`config.mk`:
```
export PLATFORM = sky130hd
export DESIGN_NAME = seq_det_cnt_flat
export DESIGN_NICKNAME = d
export VERILOG_FILES = /design/src/rtl/seq_det_cnt_pkg.sv /design/src/rtl/seq_det_cnt_if.sv /design/src/rtl/seq_det_cnt_fsm_1101.sv /design/src/rtl/seq_det_cnt.sv /design/src/flat_wrapper.sv
export SDC_FILE = /design/constraint.sdc
export NUM_CORES = 1
export LEC_CHECK = 0
export BUFFER_PORTS_ARGS = -buffer_cell sky130_fd_sc_hd__clkbuf_2
export CAP_MARGIN = 15
export CORE_MARGIN = 10
export CORE_UTILIZATION = 47
export CTS_CLUSTER_DIAMETER = 200
export DETAILED_ROUTE_END_ITERATION = 6
export PLACE_DENSITY = 0.76
export SLEW_MARGIN = 10
export SYNTH_ARGS = -nofsm -noshare
export SYNTH_HDL_FRONTEND = slang
export SYNTH_SLANG_ARGS = --single-unit
export TNS_END_PERCENT = 5
```
`constraint.sdc`:
```
create_clock -name CLK -period 1.75 [get_ports CLK]
set_clock_uncertainty 0.05 [all_clocks]
set_input_delay 0.175 -clock CLK [delete_from_list [all_inputs] [get_ports CLK]]
set_output_delay 0.175 -clock CLK [all_outputs]
set_load 0.02 [all_outputs]
```
`src/rtl/seq_det_cnt_pkg.sv`:
```
// -----------------------------------------------------------------------------
// seq_det_cnt_pkg
// Shared definitions for the 1,1,0,1 serial sequence detector slice:
//   - state_t      : detector states, encoded as the matched-prefix length
//   - PATTERN      : detected pattern, bit 0 is the earliest bit in time
//   - FRAME_FIRST  : BIT_SEL value of the first bit of an 8-bit frame
//   - FRAME_LAST   : BIT_SEL value of the last bit of an 8-bit frame
//   - is_onehot()  : BIT_SEL qualification helper
// -----------------------------------------------------------------------------
package seq_det_cnt_pkg;

  typedef enum logic [1:0] {
    S_IDLE = 2'd0,
    S_1    = 2'd1,
    S_11   = 2'd2,
    S_110  = 2'd3
  } state_t;

  // Time order 1,1,0,1: PATTERN[n] is the bit expected after n matched bits.
  localparam logic [3:0] PATTERN     = 4'b1011;
  localparam logic [7:0] FRAME_FIRST = 8'h01;
  localparam logic [7:0] FRAME_LAST  = 8'h80;

  function automatic logic is_onehot(input logic [7:0] v);
    return (v != 8'h00) && ((v & (v - 8'd1)) == 8'h00);
  endfunction

endpackage

```
`src/rtl/seq_det_cnt_if.sv`:
```
// -----------------------------------------------------------------------------
// seq_det_cnt_if
// Bundle between the upstream switch sequence driver and the detector.
//   X, BIT_SEL          : serial bit and its one-hot frame position (driver)
//   Z                   : registered 1-cycle match pulse
//   COUNT               : saturating running match total (CNT_W bits)
//   FRAME_CNT/FRAME_VLD : matches in the last completed frame / update pulse
//   ERR                 : sticky "BIT_SEL was not one-hot"
//   dbg_state           : current detector state, for observation only
// modport master : driver side; modport slave : detector side.
//
// Qualification: there is no ready; the detector accepts X every CLK. A cycle
// is valid only when BIT_SEL is one-hot. An invalid cycle is ignored by the
// detector/counters/framing and only raises ERR.
// -----------------------------------------------------------------------------
interface seq_det_cnt_if
  import seq_det_cnt_pkg::*;
#(
  parameter int CNT_W = 8,
  parameter int FRM_W = 4
);
  logic             X;
  logic [7:0]       BIT_SEL;
  logic             Z;
  logic [CNT_W-1:0] COUNT;
  logic [FRM_W-1:0] FRAME_CNT;
  logic             FRAME_VLD;
  logic             ERR;
  state_t           dbg_state;

  modport master (
    output X, BIT_SEL,
    input  Z, COUNT, FRAME_CNT, FRAME_VLD, ERR, dbg_state
  );

  modport slave (
    input  X, BIT_SEL,
    output Z, COUNT, FRAME_CNT, FRAME_VLD, ERR, dbg_state
  );
endinterface

```
`src/rtl/seq_det_cnt_fsm_1101.sv`:
```
// -----------------------------------------------------------------------------
// seq_fsm_1101
// Overlapping 1,1,0,1 detector FSM.
//   CLK, RST : clock, asynchronous active-high reset
//   x        : serial bit
//   valid    : cycle qualifier; the FSM holds when low
//   resync   : evaluate this cycle as if from S_IDLE
//   match    : combinational Mealy match (S_110 and x==1 on a valid cycle)
//   state    : current state register, for observation
// -----------------------------------------------------------------------------
module seq_fsm_1101
  import seq_det_cnt_pkg::*;
(
  input  logic   CLK,
  input  logic   RST,
  input  logic   x,
  input  logic   valid,
  input  logic   resync,
  output logic   match,
  output state_t state
);

  state_t state_q, state_d, cur;

  always_ff @(posedge CLK or posedge RST) begin
    if (RST) state_q <= S_IDLE;
    else     state_q <= state_d;
  end

  always_comb begin
    cur     = resync ? S_IDLE : state_q;
    state_d = state_q;
    match   = 1'b0;
    if (valid) begin
      case (cur)
        S_IDLE: state_d = (x == PATTERN[0]) ? S_1 : S_IDLE;
        S_1:    state_d = (x == PATTERN[1]) ? S_11 : S_IDLE;
        // A 1 while waiting for the 0 keeps the last two 1s as a prefix.
        S_11:   state_d = (x == PATTERN[2]) ? S_110 : S_11;
        S_110: begin
          if (x == PATTERN[3]) begin
            match   = 1'b1;
            state_d = S_1;  // the final 1 starts the next pattern
          end else begin
            state_d = S_IDLE;
          end
        end
        default: state_d = S_IDLE;
      endcase
    end
  end

  assign state = state_q;

endmodule

```
`src/rtl/seq_det_cnt.sv`:
```
// -----------------------------------------------------------------------------
// seq_det_cnt
// Serial 1,1,0,1 detector with saturating match counter and per-frame count.
// Ports:
//   CLK, RST : clock (rising edge), asynchronous active-high reset
//   bus      : seq_det_cnt_if.slave (X, BIT_SEL in; Z, COUNT, FRAME_CNT,
//              FRAME_VLD, ERR, dbg_state out)
// Parameters: CNT_W (COUNT width), FRM_W (FRAME_CNT width); must match the
// connected interface instance.
// Build option: FRAME_RESYNC_EN -- when defined, the first bit of each frame
// (BIT_SEL==8'h01) is evaluated from S_IDLE so matches never straddle frames.
// -----------------------------------------------------------------------------
module seq_det_cnt
  import seq_det_cnt_pkg::*;
#(
  parameter int CNT_W = 8,
  parameter int FRM_W = 4
)(
  input  logic          CLK,
  input  logic          RST,
  seq_det_cnt_if.slave  bus
);

  localparam logic [CNT_W-1:0] CNT_MAX = {CNT_W{1'b1}};
  localparam logic [FRM_W-1:0] ACC_MAX = {FRM_W{1'b1}};

  logic             valid;
  logic             frame_last;
  logic             resync;
  logic             match;
  state_t           state;
  logic [CNT_W-1:0] count_q;
  logic [FRM_W-1:0] acc_q, acc_inc, frame_cnt_q;
  logic             z_q, frame_vld_q, err_q;

  assign valid      = is_onehot(bus.BIT_SEL);
  assign frame_last = valid && (bus.BIT_SEL == FRAME_LAST);

`ifdef FRAME_RESYNC_EN
  assign resync = valid && (bus.BIT_SEL == FRAME_FIRST);
`else
  assign resync = 1'b0;
`endif

  seq_fsm_1101 u_fsm (
    .CLK    (CLK),
    .RST    (RST),
    .x      (bus.X),
    .valid  (valid),
    .resync (resync),
    .match  (match),
    .state  (state)
  );

  // Accumulator including this cycle's match, so a match on bit 7 lands in
  // the frame being closed.
  assign acc_inc = (match && (acc_q != ACC_MAX)) ? acc_q + 1'b1 : acc_q;

  always_ff @(posedge CLK or posedge RST) begin
    if (RST) begin
      z_q         <= 1'b0;
      count_q     <= '0;
      acc_q       <= '0;
      frame_cnt_q <= '0;
      frame_vld_q <= 1'b0;
      err_q       <= 1'b0;
    end else begin
      z_q         <= match;       // match is already gated by valid
      frame_vld_q <= frame_last;
      if (!valid) err_q <= 1'b1;
      if (match && (count_q != CNT_MAX)) count_q <= count_q + 1'b1;
      if (frame_last) begin
        frame_cnt_q <= acc_inc;
        acc_q       <= '0;
      end else if (valid) begin
        acc_q       <= acc_inc;
      end
    end
  end

  assign bus.Z         = z_q;
  assign bus.COUNT     = count_q;
  assign bus.FRAME_CNT = frame_cnt_q;
  assign bus.FRAME_VLD = frame_vld_q;
  assign bus.ERR       = err_q;
  assign bus.dbg_state = state;

endmodule
```
`src/flat_wrapper.sv`:
```
// flat-port wrapper written by rule: the top's interface ports become plain ports
module seq_det_cnt_flat import seq_det_cnt_pkg::*;
#(
  parameter int CNT_W = 8,
  parameter int FRM_W = 4
)
  (CLK, RST, bus_X, bus_BIT_SEL, bus_Z, bus_COUNT, bus_FRAME_CNT, bus_FRAME_VLD, bus_ERR, bus_dbg_state);
  seq_det_cnt_if #(.CNT_W(CNT_W), .FRM_W(FRM_W)) bus_i ();
  input  logic CLK;
  input  logic RST;
  input wire logic [$bits(bus_i.X)-1:0] bus_X;
  input wire logic [$bits(bus_i.BIT_SEL)-1:0] bus_BIT_SEL;
  output wire logic [$bits(bus_i.Z)-1:0] bus_Z;
  output wire logic [$bits(bus_i.COUNT)-1:0] bus_COUNT;
  output wire logic [$bits(bus_i.FRAME_CNT)-1:0] bus_FRAME_CNT;
  output wire logic [$bits(bus_i.FRAME_VLD)-1:0] bus_FRAME_VLD;
  output wire logic [$bits(bus_i.ERR)-1:0] bus_ERR;
  output wire logic [$bits(bus_i.dbg_state)-1:0] bus_dbg_state;
  assign bus_i.X = bus_X;
  assign bus_i.BIT_SEL = bus_BIT_SEL;
  assign bus_Z = bus_i.Z;
  assign bus_COUNT = bus_i.COUNT;
  assign bus_FRAME_CNT = bus_i.FRAME_CNT;
  assign bus_FRAME_VLD = bus_i.FRAME_VLD;
  assign bus_ERR = bus_i.ERR;
  assign bus_dbg_state = bus_i.dbg_state;
  seq_det_cnt #(.CNT_W(CNT_W), .FRM_W(FRM_W)) u_core (.CLK(CLK), .RST(RST), .bus(bus_i));
endmodule
```
==> results.py <==
metrics = {
    "setup_path": {
        "critPathKind": "input port to flip-flop",
        "path_max_fanout": 17,
        "cp.required_ps": 1920,
        "r2r_setup_slack_ps": 80,
        "worst_setup_path_end_kind": "flip-flop",
        "startpoint_type": "input port",
        "reg2reg_depth": 5,
        "arrival_ps": 1840,
        "reg2reg_from": "u_core.acc_q[1]$_DFFE_PP0P_",
        "r2r-end": "u_core.acc_q[3]$_DFFE_PP0P_",
    },
    "synth": {
        "synth_top_area_share_pct": 44.5,
        "synth.most_common_cell": "dfrtp_1",
        "ys_warn_count": 0,
        "ys_seq_area_share_pct": 44.5,
        "syn_area_per_cell_um2": 10.3,
        "synthFlopType": "dfrtp_1",
        "synthCells": 115,
        "ys_ff_latch": 21,
        "synth.distinct_cells": 43,
        "synth.cell_area_um2": 1180,
        "synth_edf_count": 0,
        "syn-num-nets": 131,
        "synth.top_cells.by_count": "21 x dfrtp_1, 11 x nor2_1, 9 x inv_1, 9 x nand2_1",
        "synth_area_leader_cell": "dfrtp_1",
        "synthTopCellsByArea": "dfrtp_1 44%, ha_1 5.3%, nor2_1 3.5%",
        "async_reset_ff_share_pct": 100,
    },
    "timing": {
        "setup_violations": 0,
        "slew_headroom_pct": 70.2,
        "fin_setup_tns_ps": 0,
        "rsz0062_at_grt": "true",
        "setup_slack_ps": 73.6,
        "hold_ws_ps": 203,
        "fmax_mhz": 597,
        "fin_crit_ps": 1680,
        "tightest_slew_ps": 446,
        "hold_violations": 0,
        "period_share_pct": 95.8,
        "maxSlewViolCount": 0,
    },
    "clocking": {
        "clock_path_buffers": 2,
        "post_cts_buffers": 0,
        "h-tree-depth": 1,
        "worstSkewPairLatency_ps": 310,
        "cts.clk_slew.worst_paths_ps": 130,
        "cts_made_buffers": 3,
        "cts_tree": "done",
        "cts-root-buf": "clkbuf_4",
        "cts_num_sinks": 21,
    },
    "route": {
        "wl_um": 2570,
        "drt_iter0_markers": 21,
        "drt_pass1_iterations": 4,
        "vias_per_cell": 5.20,
        "via_count": 1020,
        "final_antenna_net_count": 0,
        "wl_per_cell_um": 13.1,
        "drc_errors": 0,
    },
    "global_routing": {
        "antenna_found_initial": 0,
        "overflow": 0,
        "grt_util_all_layers_pct": 10.8,
        "grt_max_degree": 18,
        "grt_pass1_wl_um": 4570,
        "grt_pass1_vias": 1121,
    },
    "placed_design": {
        "dp_hpwl_um": 2180,
        "portBuffers": 27,
        "dp_slack_ps": -329,
        "dpl_cell_area_um2": 1540,
        "gp_routability_congestion": 0.720,
    },
    "final_layout": {
        "diodes": 0,
        "post-route-util_pct": 65.7,
        "drive_gt1_share_pct": 41.6,
        "nNetsFinal": 183,
        "design_area_um2": 1600,
        "area_growth_pct": 35.3,
    },
    "pwr": {
        "power.density_cell_area_nw_per_um2": 606,
        "ir_worst_vdd_uv": 364,
        "p_leak_nw": 0.829,
    },
    "floorplan": {
        "fp-row-count": 18,
        "die_w_um": 70.1,
        "fp.dieArea_um2": 4920,
        "die_h_um": 70.1,
        "ios": 28,
        "initial_core_util_pct": 48.6,
        "fp.coreArea_um2": 2430,
    },
    "min_path": {
        "min_from": "bus_X",
        "hold_class": "input port to flip-flop",
        "whs_path_depth": 3,
        "min_to": "u_core.u_fsm.state[0]$_DFFE_PP0P_",
    },
    "run": {
        "max-cap-violations": 0,
    },
    "run_status": {
        "outcome": "complete, no violations",
    },
}
[layer usage]
layer / global-route usage, % / share of wire, % / routed length, µm / vias to the layer above
li1: - / - / - / 516
met1: 11.0 / 40 / 1040 / 478
met2: 19.5 / 52 / 1330 / 22
met3: 2.97 / 5.9 / 153 / 4
met4: 5.92 / 1.8 / 47 / 0
met5: 0 / 0 / 0 / -
[placed cells by master, fill, tap and decap left out, drive strengths merged, types with 4 or more instances in the layout]
cell type / netlist / final
buf: 2 / 21
clkbuf: 0 / 30
dfrtp: 21 / 21
ha: 5 / 5
inv: 9 / 9
nand2: 9 / 9
nor2: 12 / 12
nor3: 5 / 5
nor4: 6 / 6
o21ai: 4 / 4
[how the worst max path moves through the flow]
stage                                         start  slack [ps]  cells after the start                              end
floorplan                            bus_BIT_SEL[3]         -40                      7  u_core.bus.COUNT[6]$_DFFE_PP0P_
global placement                     bus_BIT_SEL[3]        -230                      8  u_core.bus.COUNT[1]$_DFFE_PP0P_
detailed placement                   bus_BIT_SEL[3]        -330                      8  u_core.bus.COUNT[6]$_DFFE_PP0P_
CTS                 u_core.bus.COUNT[4]$_DFFE_PP0P_          20                      6  u_core.bus.COUNT[0]$_DFFE_PP0P_
global route                         bus_BIT_SEL[3]         -30                      8  u_core.bus.COUNT[6]$_DFFE_PP0P_
finish                               bus_BIT_SEL[3]          70                      8  u_core.bus.COUNT[1]$_DFFE_PP0P_
[report_power, final]
group	total, mW	switching [mW]	internal [mW]
Clock	0.239	0.153	0.0853
Combinational	0.211	0.113	0.0979
Sequential	0.519	0.0113	0.507
[repair_timing]
action                     4_1_cts  5_1_grt
gates resized for setup          1        2
hold buffers                     1        0
hold endpoints to repair        11        0
setup endpoints to repair        1        7
[state kept, by name, summed over array words and instances (netlist names)]
signal	flops
u_core.acc_q	4
u_core.bus.COUNT	8
u_core.u_fsm.state	2
u_core.bus.FRAME_VLD	1
u_core.bus.Z	1
u_core.bus.FRAME_CNT	4
u_core.bus.ERR	1
[area by class of cell]
type,instances,area [µm²]
fill,205,835
clock buffer,3,22.5
clock inverter,1,5.00
multi-input combinational,82,652
inverter,10,37.5
tap,30,37.5
sequential,21,528
timing repair buffer,49,315
[metrics by stage]
| step | std cells | total power, mW |
|---|---|---|
| 6_report | 196 | 0.968 |
| 5_1_grt | 196 | 1.02 |
| 4_1_cts | 196 | 0.980 |
| 3_5_place_dp | 191 | 0.743 |
| 3_3_place_gp | 191 | 0.730 |
| 2_1_floorplan | 115 | 0.638 |
[cells by family (layout without fill, tap and decap cells)]
kind of cell | Yosys count | after routing | share of synthesized area [%]
AND/OR/NAND/NOR | 48 | 48 | 24.8
flip-flops | 21 | 21 | 44.5
XOR/XNOR | 5 | 5 | 3.71
adder cells (fa/ha/maj) | 6 | 6 | 6.14
buffers and inverters | 12 | 63 | 4.55
AO/OA/AOI/OAI | 17 | 17 | 10.9
multiplexers | 6 | 6 | 5.40
[critical path: stages]
cell,delay [ps]
clkbuf_2,100
nor4_4,410
nor2b_1,170
and3_1,170
o22ai_2,90
buf_12,170
nor3_2,200
mux2_2,350
Note: power is estimated with default switching activity, not from simulation.
